==> src/rtl/alu_sequencer.sv <==
// alu_sequencer: issues one command at a time to an external combinational
// 3-bit ALU, writes the result into a 4 x 3-bit register file and returns
// the result plus flags on a valid/ready response channel. Load-immediate
// commands bypass the ALU entirely.
module alu_sequencer (
    input  logic       clk,
    input  logic       rst,
    input  logic       cmd_valid,
    output logic       cmd_ready,
    input  logic       cmd_ld,
    input  logic [2:0] cmd_op,
    input  logic [1:0] cmd_rd,
    input  logic [1:0] cmd_rs1,
    input  logic [1:0] cmd_rs2,
    input  logic [2:0] cmd_imm,
    output logic [2:0] alu_a,
    output logic [2:0] alu_b,
    output logic [2:0] alu_sel,
    output logic       alu_req,
    input  logic [2:0] alu_f,
    input  logic       alu_v,
    input  logic       alu_n,
    input  logic       alu_c,
    input  logic       alu_z,
    output logic       rsp_valid,
    input  logic       rsp_ready,
    output logic [2:0] rsp_f,
    output logic [3:0] rsp_flags,
    input  logic [1:0] dbg_addr,
    output logic [2:0] dbg_data
);

    typedef enum logic [1:0] {
        S_IDLE  = 2'd0,
        S_ISSUE = 2'd1,
        S_RESP  = 2'd2
    } state_t;

    state_t     state_q, state_d;

    logic [2:0] rf_q [4];

    logic [2:0] op_q, op_d;
    logic [1:0] rd_q, rd_d;
    logic [1:0] rs1_q, rs1_d;
    logic [1:0] rs2_q, rs2_d;

    logic [2:0] rsp_f_q, rsp_f_d;
    logic [3:0] rsp_flags_q, rsp_flags_d;

    logic [2:0] alu_a_q, alu_b_q, alu_sel_q;

    logic       rf_we;
    logic [1:0] rf_wa;
    logic [2:0] rf_wd;

    logic       in_issue;
    logic [2:0] opnd_a, opnd_b;

    // Operands come straight from the register file during ISSUE, so they
    // always see the pre-write values even when rd aliases rs1/rs2.
    assign in_issue  = (state_q == S_ISSUE);
    assign opnd_a    = rf_q[rs1_q];
    assign opnd_b    = rf_q[rs2_q];

    assign cmd_ready = (state_q == S_IDLE);
    assign rsp_valid = (state_q == S_RESP);
    assign alu_req   = in_issue;
    assign alu_a     = in_issue ? opnd_a : alu_a_q;
    assign alu_b     = in_issue ? opnd_b : alu_b_q;
    assign alu_sel   = in_issue ? op_q   : alu_sel_q;
    assign rsp_f     = rsp_f_q;
    assign rsp_flags = rsp_flags_q;
    assign dbg_data  = rf_q[dbg_addr];

    // Next-state, command latch, register-file write and response payload.
    always_comb begin
        state_d     = state_q;
        op_d        = op_q;
        rd_d        = rd_q;
        rs1_d       = rs1_q;
        rs2_d       = rs2_q;
        rsp_f_d     = rsp_f_q;
        rsp_flags_d = rsp_flags_q;
        rf_we       = 1'b0;
        rf_wa       = rd_q;
        rf_wd       = alu_f;

        unique case (state_q)
            S_IDLE: begin
                if (cmd_valid) begin
                    if (cmd_ld) begin
                        rf_we       = 1'b1;
                        rf_wa       = cmd_rd;
                        rf_wd       = cmd_imm;
                        rsp_f_d     = cmd_imm;
                        rsp_flags_d = {1'b0, cmd_imm[2], 1'b0, (cmd_imm == 3'b000)};
                        state_d     = S_RESP;
                    end else begin
                        op_d    = cmd_op;
                        rd_d    = cmd_rd;
                        rs1_d   = cmd_rs1;
                        rs2_d   = cmd_rs2;
                        state_d = S_ISSUE;
                    end
                end
            end
            S_ISSUE: begin
                rf_we       = 1'b1;
                rf_wa       = rd_q;
                rf_wd       = alu_f;
                rsp_f_d     = alu_f;
                rsp_flags_d = {alu_v, alu_n, alu_c, alu_z};
                state_d     = S_RESP;
            end
            S_RESP: begin
                if (rsp_ready) begin
                    state_d = S_IDLE;
                end
            end
            default: begin
                state_d = S_IDLE;
            end
        endcase
    end

    // State, latched command fields and response payload registers.
    always_ff @(posedge clk or posedge rst) begin
        if (rst) begin
            state_q     <= S_IDLE;
            op_q        <= '0;
            rd_q        <= '0;
            rs1_q       <= '0;
            rs2_q       <= '0;
            rsp_f_q     <= '0;
            rsp_flags_q <= '0;
        end else begin
            state_q     <= state_d;
            op_q        <= op_d;
            rd_q        <= rd_d;
            rs1_q       <= rs1_d;
            rs2_q       <= rs2_d;
            rsp_f_q     <= rsp_f_d;
            rsp_flags_q <= rsp_flags_d;
        end
    end

    // Register file: single write port, cleared by reset.
    always_ff @(posedge clk or posedge rst) begin
        if (rst) begin
            for (int unsigned i = 0; i < 4; i++) begin
                rf_q[i] <= '0;
            end
        end else if (rf_we) begin
            rf_q[rf_wa] <= rf_wd;
        end
    end

    // Captures the operands driven during ISSUE so the ALU inputs hold
    // their last values in every other state.
    always_ff @(posedge clk or posedge rst) begin
        if (rst) begin
            alu_a_q   <= '0;
            alu_b_q   <= '0;
            alu_sel_q <= '0;
        end else if (in_issue) begin
            alu_a_q   <= opnd_a;
            alu_b_q   <= opnd_b;
            alu_sel_q <= op_q;
        end
    end

endmodule
==> config.mk <==
export PLATFORM = sky130hd
export DESIGN_NAME = alu_sequencer
export DESIGN_NICKNAME = d
export VERILOG_FILES = /design/src/rtl/alu_sequencer.sv
export SDC_FILE = /design/constraint.sdc
export NUM_CORES = 1
export LEC_CHECK = 0
export CORE_MARGIN = 2
export CORE_UTILIZATION = 50
export CTS_BUF_LIST = sky130_fd_sc_hd__clkbuf_4 sky130_fd_sc_hd__clkbuf_8
export CTS_CLUSTER_SIZE = 12
export DETAILED_ROUTE_END_ITERATION = 7
export PLACE_DENSITY = 0.89
export RECOVER_POWER = 100
export SLEW_MARGIN = 15
export SYNTH_ARGS = -nofsm -noshare
export SYNTH_HDL_FRONTEND = slang
export SYNTH_SLANG_ARGS = --single-unit
export TNS_END_PERCENT = 20
==> constraint.sdc <==
create_clock -name clk -period 2.4 [get_ports clk]
set_input_delay 0.48 -clock clk [delete_from_list [all_inputs] [get_ports clk]]
set_output_delay 0.48 -clock clk [all_outputs]
set_load 0.01 [all_outputs]
==> results.sh <==
export IMPL_crit_required_ns=1.92
export IMPL_start_kind="primary input"
export IMPL_worstPathArrival_ns=1.86
export IMPL_coreArea_um2=3630
export IMPL_die_w_um=65.1
export IMPL_setup_viol=0
export IMPL_layout_setup_ws_ns=0.0634
export IMPL_rows=22
export IMPL_synthDistinctLibCells=27
export IMPL_path_clk_slew_ns=0.08
export IMPL_ys_warn_count=0
export IMPL_rsz0062_at_grt="false"
export IMPL_synth_fp_nets=154
export IMPL_cts_root_buf="clkbuf_8"
export IMPL_antenna_cells=0
export IMPL_layout_area_overhead_vs_synth_pct=34.7
export IMPL_hold_viol_final=0
export IMPL_r2r_start="state_q[1]"
export IMPL_swShare_pct=29.0
export IMPL_internal_power_w=0.00202
export IMPL_clkPwrFrac_pct=22.7
export IMPL_ys_async_sr_fraction_pct=100
export IMPL_drive_above_1_share_pct=30.3
export IMPL_clk_latency_ns=0.30
export IMPL_avgRoutedWirePerCell_um=17.2
export IMPL_port_buffers=47
export IMPL_cts_tree="yes"
export IMPL_synth_compound_area_share_pct=6.63
export IMPL_powerDensity_nw_per_um2=1130
export IMPL_cp_end_kind="output pin"
export IMPL_initial_core_util_pct=51.4
export IMPL_worstPathMaxFanout=3
export IMPL_postSynthCellCount=128
export IMPL_grt_pass1_wl_mm=6.89
export IMPL_vias_per_cell=5.54
export IMPL_r2r_setup_slack_ns=0.24
export IMPL_worstSetupStartpoint="dbg_addr[1]"
export IMPL_dr_pass1_iters=4
export IMPL_fill_cells=264
export IMPL_synth_adder_area_share_pct=0
export IMPL_nNetsFinal=210
export IMPL_netlist_area_um2=1870
export IMPL_die_area_um2=4240
export IMPL_num_vias=1290
export IMPL_crit_type="primary input to output pin"
export IMPL_slew_viol_final=0
export IMPL_p_seq_share_pct=40.2
export IMPL_tightest_slew_ns=0.943
export IMPL_track_usage_pct=22.2
export IMPL_cts_max_path_buffers=2
export IMPL_hp_class="flip-flop to flip-flop"
export IMPL_dp_hpwl_mm=3.00
export IMPL_first_global_vias=1414
export IMPL_numCtsBuffers=5
export IMPL_synth_edf_count=0
export IMPL_ctsHtreeMaxLevel=2
export IMPL_rr_worst_depth=5
export IMPL_grt_max_degree=40
export IMPL_pre_cts_slack_ns=-0.212
export IMPL_clock_fmax_mhz=428
export IMPL_tns_ns=0
export IMPL_synth_ff_type="dfrtp_1"
export IMPL_post_cts_buffers=0
export IMPL_first_iter_violations=74
export IMPL_ir_drop_mv=0.874
export IMPL_seq_area_frac_synth_pct=52.2
export IMPL_final_cell_mix="dfrtp_1, mux2_2, clkdlybuf4s50_1"
export IMPL_yosys_area_share_simple_pct=7.10
export IMPL_finalCritPeriodShare_pct=97.4
export IMPL_power_switching_w=0.000827
export IMPL_io_pins=48
export IMPL_critPathCapture="dbg_data[2]"
export IMPL_synth_top_family_by_area="multiplexers"
export IMPL_wirelength_mm=4.00
export IMPL_timing_final_crit_period_ns=2.34
export IMPL_die_height_um=65.1
export IMPL_fin_skew_ns=0.0110
export IMPL_cap_viol_max_count=0
export IMPL_synth_seq_cells=39
export IMPL_drc_errors=0
export IMPL_ant_nets=0
export IMPL_holdBufCountCts=0
export IMPL_synth_xor_area_share_pct=0
export IMPL_combPwrFrac_pct=37.1
export IMPL_status="completed"
export IMPL_synthMuxAreaShare_pct=31.9
export IMPL_p_total_w=0.00285
export IMPL_syn_avg_cell_area_um2=14.6
export IMPL_clock_sinks=39
export IMPL_antenna_found_initial=0
export IMPL_layout_commonest_cell="dfrtp_1"
export IMPL_slew_headroom_pct=37.2
export IMPL_overflow=0
export IMPL_r2r_end="rf_q[8]"
export IMPL_gp_congestion=0.811
export IMPL_p_leak_nw=1.04
==> timing repair <==
action	in CTS	in global routing
setup endpoints to repair	9	3
pin swaps	0	0
gates resized for setup	9	1
==> power groups by stage <==
stage	registers (W)	logic, W	clock network [W]
after global placement	0.00113	0.00112	0
after global routing	0.00119	0.00114	0.000704
after detailed placement	0.00116	0.00116	0
final	0.00114	0.00106	0.000648
after CTS	0.00115	0.00113	0.000659
after floorplan	0.00112	0.000656	0
==> cell families (layout without fill, tap and decap cells) <==
family                 after synthesis  after routing
multiplexers                        43             43
flip-flops                          39             39
AO/OA/AOI/OAI                       19             19
AND/OR/NAND/NOR                     19             19
buffers and inverters                8             65
==> metal layers <==
layer	vias up	GRT usage (%)	wire length, um
met2	42	37.6	2110
met1	644	26.3	1570
met3	8	6.68	234
met5	-	0	0
met4	0	9.38	91
li1	596	-	-
==> final cells by class <==
type	count	area, um2	share of cell area [%]
clock inverters	3	67.6	2.68
flip-flops and latches	39	978	38.9
multi-input cells	81	827	32.9
inverters	2	7.51	0.298
repair buffers	55	508	20.2
well taps	48	60.1	2.39
clock buffers	5	68.8	2.73
==> cells in the mapped netlist, types with 2 or more instances <==
cell       n  share of area [%]
dfrtp_1   39                 52
mux2_2    33                 20
mux4_2     9                 11
a22oi_1    6                2.4
o21ai_0    6                1.6
nand2_1    5                1.0
a21oi_1    3               0.80
clkbuf_1   3               0.60
a22o_1     2               0.94
buf_2      2               0.54
inv_1      2               0.40
nand2b_1   2               0.67
nor2_1     2               0.40
==> metrics by stage <==
step	cells	cell area (um2)	util (%)	hold slack, ns
after global placement	225	2430	67.0	0.467
after global routing	233	2520	69.3	0.511
after floorplan	128	1870	-	0.475
final	233	2520	69.3	0.486
after CTS	233	2560	70.6	0.493
after detailed placement	225	2430	67.0	0.475
==> how the worst min path moves through the flow <==
stage                             from           end  slack [ns]  cells after the start
after floorplan                op_q[0]       op_q[0]        0.47                      1
after detailed placement  rsp_flags[2]  rsp_flags[2]        0.48                      2
after global placement    rsp_flags[0]  rsp_flags[0]        0.47                      2
final                     rsp_flags[2]  rsp_flags[2]        0.49                      2
after global routing      rsp_flags[2]  rsp_flags[2]        0.51                      2
after CTS                 rsp_flags[2]  rsp_flags[2]        0.49                      2
==> state kept, by name, indices dropped and copies added, names as in the netlist, 3 cells and up <==
name / cells
op_q: 3
rf_q: 12
alu_a_q: 3
rsp_f: 3
rsp_flags: 4
alu_sel_q: 3
alu_b_q: 3
==> worst max-delay path: stages <==
cell	delay, ns
clkdlybuf4s50_1	0.55
mux4_2	0.34
clkdlybuf4s50_1	0.49
(Power assumes the default switching activity.)
